`config.mk`:
```
export PLATFORM = sky130hd
export DESIGN_NAME = rf_multiport
export DESIGN_NICKNAME = d
export VERILOG_FILES = /design/src/rtl/rf_multiport.sv
export SDC_FILE = /design/constraint.sdc
export NUM_CORES = 2
export LEC_CHECK = 0
export BUFFER_PORTS_ARGS = -buffer_cell sky130_fd_sc_hd__buf_2
export CORE_MARGIN = 2
export CORE_UTILIZATION = 25
export CTS_CLUSTER_DIAMETER = 200
export DETAILED_ROUTE_END_ITERATION = 16
export PLACE_DENSITY = 0.43
export SLEW_MARGIN = 15
export SYNTH_ARGS = -nofsm -noshare
export SYNTH_HDL_FRONTEND = slang
export SYNTH_SLANG_ARGS = --single-unit
```
`constraint.sdc`:
```
create_clock -name clk -period 3.2 [get_ports clk]
set_clock_uncertainty 0.15 [all_clocks]
set_input_delay 0.16 -clock clk [delete_from_list [all_inputs] [get_ports clk]]
set_output_delay 0.16 -clock clk [all_outputs]
set_load 0.02 [all_outputs]
```
`src/rtl/rf_multiport.sv`:
```
//------------------------------------------------------------------------------
// Module  : rf_multiport
// Brief   : Dual-read / dual-write register file with write bypass, busy
//           scoreboard, debug read port and write statistics.
// Revision: 1.0 - initial release
//------------------------------------------------------------------------------
`default_nettype none

module rf_multiport #(
  parameter int DW       = 32,
  parameter int AW       = 5,
  parameter int BYPASS   = 1,
  parameter int ZERO_REG = 1
) (
  input  logic          clk,
  input  logic          rst,
  input  logic [AW-1:0] A1,
  input  logic [AW-1:0] A2,
  output logic [DW-1:0] RD1,
  output logic [DW-1:0] RD2,
  output logic          busy1,
  output logic          busy2,
  input  logic          we0,
  input  logic [AW-1:0] wa0,
  input  logic [DW-1:0] wd0,
  input  logic          we1,
  input  logic [AW-1:0] wa1,
  input  logic [DW-1:0] wd1,
  input  logic          iss_en,
  input  logic [AW-1:0] iss_addr,
  input  logic [AW-1:0] reg_sel,
  output logic [DW-1:0] reg_data,
  output logic          wr_conflict,
  output logic [31:0]   wr_cnt
);

  localparam int c_DEPTH = 1 << AW;
  localparam bit c_ZERO  = (ZERO_REG != 0);
  localparam bit c_BYP   = (BYPASS != 0);

  logic [DW-1:0]      r_mem [c_DEPTH];
  logic [c_DEPTH-1:0] r_busy;
  logic               r_wr_conflict;
  logic [31:0]        r_wr_cnt;

  logic               w_wr0_ok;
  logic               w_wr1_ok;
  logic               w_conf;
  logic               w_wr0_commit;
  logic [1:0]         w_ncommit;

  // Writes to a hard-wired zero register are dropped before anything else sees them.
  assign w_wr0_ok     = we0 && !(c_ZERO && (wa0 == '0));
  assign w_wr1_ok     = we1 && !(c_ZERO && (wa1 == '0));
  assign w_conf       = w_wr0_ok && w_wr1_ok && (wa0 == wa1);
  assign w_wr0_commit = w_wr0_ok && !w_conf;
  assign w_ncommit    = {1'b0, w_wr1_ok} + {1'b0, w_wr0_commit};

  always_ff @(posedge clk or negedge rst) begin
    if (!rst) begin
      for (int i = 0; i < c_DEPTH; i++) begin
        r_mem[i] <= '0;
      end
    end else begin
      if (w_wr0_commit) r_mem[wa0] <= wd0;
      if (w_wr1_ok)     r_mem[wa1] <= wd1;
    end
  end

  // A new issue outranks the clearing write of the previous producer.
  always_ff @(posedge clk or negedge rst) begin
    if (!rst) begin
      r_busy <= '0;
    end else begin
      for (int i = 0; i < c_DEPTH; i++) begin
        if (iss_en && (iss_addr == AW'(i)) && !(c_ZERO && (i == 0))) begin
          r_busy[i] <= 1'b1;
        end else if ((w_wr1_ok && (wa1 == AW'(i))) || (w_wr0_ok && (wa0 == AW'(i)))) begin
          r_busy[i] <= 1'b0;
        end
      end
    end
  end

  always_ff @(posedge clk or negedge rst) begin
    if (!rst) begin
      r_wr_conflict <= 1'b0;
      r_wr_cnt      <= '0;
    end else begin
      r_wr_conflict <= w_conf;
      r_wr_cnt      <= r_wr_cnt + {30'd0, w_ncommit};
    end
  end

  // Bypass is suppressed during reset so the read ports show zero immediately.
  always_comb begin
    RD1 = r_mem[A1];
    if (c_ZERO && (A1 == '0))                       RD1 = '0;
    else if (c_BYP && rst && w_wr1_ok && (wa1 == A1)) RD1 = wd1;
    else if (c_BYP && rst && w_wr0_ok && (wa0 == A1)) RD1 = wd0;
  end

  always_comb begin
    RD2 = r_mem[A2];
    if (c_ZERO && (A2 == '0))                       RD2 = '0;
    else if (c_BYP && rst && w_wr1_ok && (wa1 == A2)) RD2 = wd1;
    else if (c_BYP && rst && w_wr0_ok && (wa0 == A2)) RD2 = wd0;
  end

  assign busy1       = r_busy[A1];
  assign busy2       = r_busy[A2];
  assign reg_data    = (c_ZERO && (reg_sel == '0)) ? '0 : r_mem[reg_sel];
  assign wr_conflict = r_wr_conflict;
  assign wr_cnt      = r_wr_cnt;

endmodule

`default_nettype wire

```
==> impl_metrics.yaml <==
status:
  result_of_the_run: "complete, but fails checks"
  violations: "setup timing"
cts:
  clk_pin_slew_ns: 0.06
  cts.sinks: 1088
  htree_levels: 4
  cts-buffers-inserted: 141
  clock_tree.buffer_depth: 4
  cts_tree: "built"
  clk-insertion-delay-late_ns: 0.81
  root_buffer_selected_by_cts: "clkbuf_16"
floorplan:
  design.core.area_um2: 303000
  chipHeight_um: 555
  design.die.area_um2: 308000
  num_io_pins: 230
  dieWidth_um: 555
  row_count: 202
  floorplan.initialDensity_pct: 25.1
sta:
  rsz0062_at_grt: "true"
  setup_slack_ns: -0.245
  maxSlewViolCount: 0
  peak_clock_frequency_supported_by_timing_mhz: 290
  timing.final.hold_violations: 0
  totalNegativeSetupSlack_ns: -2.74
  setup_viol: 37
  final_worst_path_period_share_pct: 108
  fin_crit_ns: 3.44
  timing_worst_slew_pin_value_ns: 1.20
  max-slew-margin-rel_pct: 19.7
cells_and_area:
  final_nets: 7508
  drive_above_1_share_pct: 31.7
  syn2layout_area_growth_pct: 25.1
  final_util_pct: 31.4
  number_of_standard_cells_in_the_final_layout_excluding_fillers: 11500
setup_path:
  timing.rr.start: "wr_cnt[9]"
  crit_top_cell: "mux4_2"
  r2r_end: "wr_cnt[27]"
  critPathRequiredTime_ns: 2.89
  critPathCaptureType: "primary output"
  timing.critical_path.cells: "mux4_2, mux4_2, nor2b_4, a2111oi_4, buf_4, nor3_4, buf_6"
  max_stage_delay_ns: 0.52
  worst-r2r-setup-slack_ns: 0.71
  path_delay_family: "multiplexers"
  path_buf_inv: 2
  critical_path_class: "flip-flop to primary output"
  cp_slowest_cell: "mux4_2"
  path_max_fanout: 4
  r2r.worst_path.cells: 6
  startpoint_class_of_the_critical_path: "flip-flop"
  worst_path_arrival_time_ns: 3.13
logic_synthesis:
  yosys_warnings: 0
  post_synth_top_cells: "1088 x dfrtp_1, 1016 x nand2_1, 848 x mux4_2"
  synth_async_sr_flop_share_pct: 100
  synth_cell_types: 56
  ys_dominant_reg_cell: "dfrtp_1"
  netlist_area_um2: 76000
  synth_top_family_by_area: "multiplexers"
  synth_enable_flop_cells: 0
  synth_compound_area_share_pct: 11.1
  seq_area_frac_synth_pct: 35.8
  post_synth_fa_ha_maj_area_fraction_pct: 0.0428
  synth.top_cells.by_area: "dfrtp_1 36%, mux4_2 25%, mux2i_1 10%"
  synth.largest_area_cell: "dfrtp_1"
  yosys.area_share.xor_xnor_pct: 0.634
  netlist.area_leader.share_pct: 35.8
  yosys_register_bits: 1088
  synthesis.nets: 7225
  synthCells: 7124
  area_fraction_in_and_or_nand_and_nor_cells_after_synthesis_pct: 11.8
  synthMuxAreaShare_pct: 35.4
  syn-mean-instance-area_um2: 10.7
  most_used_standard_cell_by_instance_count_after_synthesis: "dfrtp_1"
detailed_routing:
  drt-vias-per-instance: 6.03
  drt_first_iter_violations: 9261
  wl_per_cell_um: 38.1
  detailed_router_iteration_count_before_antenna_repair: 7
  vias: 69300
  drt_antenna_net_count: 0
  routed_wl_um: 438000
  drc: 0
power:
  finalPower_mw: 57.3
  pwr_density_nw_per_um2: 603
  ir_drop_uv: 389
  total_leakage_power_nw: 35.8
min_path:
  worst_hold_path.endpoint: "r_mem[492]"
  cell_depth_of_the_worst_hold_path: 6
  min_from: "we1"
  timing.hold.worst.class: "primary input to flip-flop"
global_routing:
  first_global_vias: 67600
  antenna_found_initial: 21
  global_route.overflow_total: 0
  grtUsageTotal_pct: 27.8
  grt_start_max_net_pins: 144
  wire_length_of_the_first_global_routing_pass_um: 597000
placement:
  place.detailed.hpwl_um: 286000
  gp_congestion: 0.940
  port-buffer-count: 229
  place.detailed.instances: 11100
run:
  maxCapViolCount: 0
report_power, final:
group	internal (mW)	switching (mW)	total, mW
registers	17.2	4.03	21.2
logic	9.92	9.09	19.0
clock network	10.1	7.04	17.1
total	37.1	20.2	57.3
cells by family (layout without fill, tap and decap cells):
group,Yosys count,in the layout
muxes,1629,1629
buffers and inverters,947,1328
AOI/OAI and AO/OA,1367,1367
xor gates and xnor gates,55,55
DFF,1088,1088
adders and majority gates,2,2
and+or+nand+nor,2036,2036
other,0,8
worst register-to-register path, cell delays in order (launching register included):
cell and delay [ns]:
dfrtp_1 0.44, and4_1 0.29, nand4_1 0.20, or4b_2 0.74
nor2_1 0.26, nand3_1 0.14, xnor2_1 0.14
cell type report:
cell class	count	area (um2)
Fill cell	30200	207000
Sequential cell	1088	27200
Tap cell	3978	4980
Clock inverter	45	643
Timing Repair Buffer	1078	11100
Clock buffer	196	4060
Multi-Input combinational cell	5089	47000
Inverter	9	36.3
Antenna cell	8	20.0
per-layer routing:
layer  track usage (%)  share of wire [%]
met5                 0              0.021
met4              18.9                8.0
met3              6.02                9.2
met2              43.3                 45
met1              34.3                 37
sequential cells by signal, summed over array words and instances, names as in the netlist:
signal and count:
wr_cnt 32, wr_conflict 1, r_mem 1024, r_busy 31
placed cells by master, fill, tap and decap left out, drive strengths merged, types with 16 or more instances in the layout:
master,count
a211oi,59
a21oi,308
a22oi,55
a31oi,116
a32oi,18
buf,974
clkbuf,196
clkinv,24
dfrtp,1088
dlygate4sd3,103
mux2i,772
mux4,848
nand2,1016
nand2b,21
nand3,377
nor2,403
nor2b,53
nor3,75
nor4,16
o211ai,343
o21ai,373
o22ai,44
or3,16
xnor2,34
xor2,21
what timing repair did:
item / CTS / global route
hold buffers: 105 / 0
resized for setup: 384 / 142
hold endpoints to repair: 1494 / 0
pin swaps: 83 / 64
buffers inserted: 78 / 24
endpoints found under the setup margin: 78 / 102
through the flow:
stage | hold WS, ns | worst slack [ns] | instance area [um2]
2_1_floorplan | -0.286 | -0.0144 | 76000
3_3_place_gp | 0.175 | -0.585 | 86400
3_5_place_dp | 0.174 | -0.606 | 86400
4_1_cts | 0.00236 | -0.286 | 94300
5_1_grt | 0.0560 | -0.282 | 95000
6_report | 0.0265 | -0.245 | 95000
worst max-delay path by stage:
stage | start | end | slack (ns) | cells after the start
2_1_floorplan | wa0[0] | wr_cnt[18] | -0.01 | 14
3_3_place_gp | wa0[0] | RD2[11] | -0.59 | 11
3_5_place_dp | A2[0] | RD2[30] | -0.61 | 11
4_1_cts | r_mem[334] | RD2[14] | -0.29 | 6
5_1_grt | r_mem[268] | RD2[12] | -0.28 | 7
6_report | r_mem[332] | RD2[12] | -0.24 | 7
Note: power is estimated with default switching activity, not from simulation.
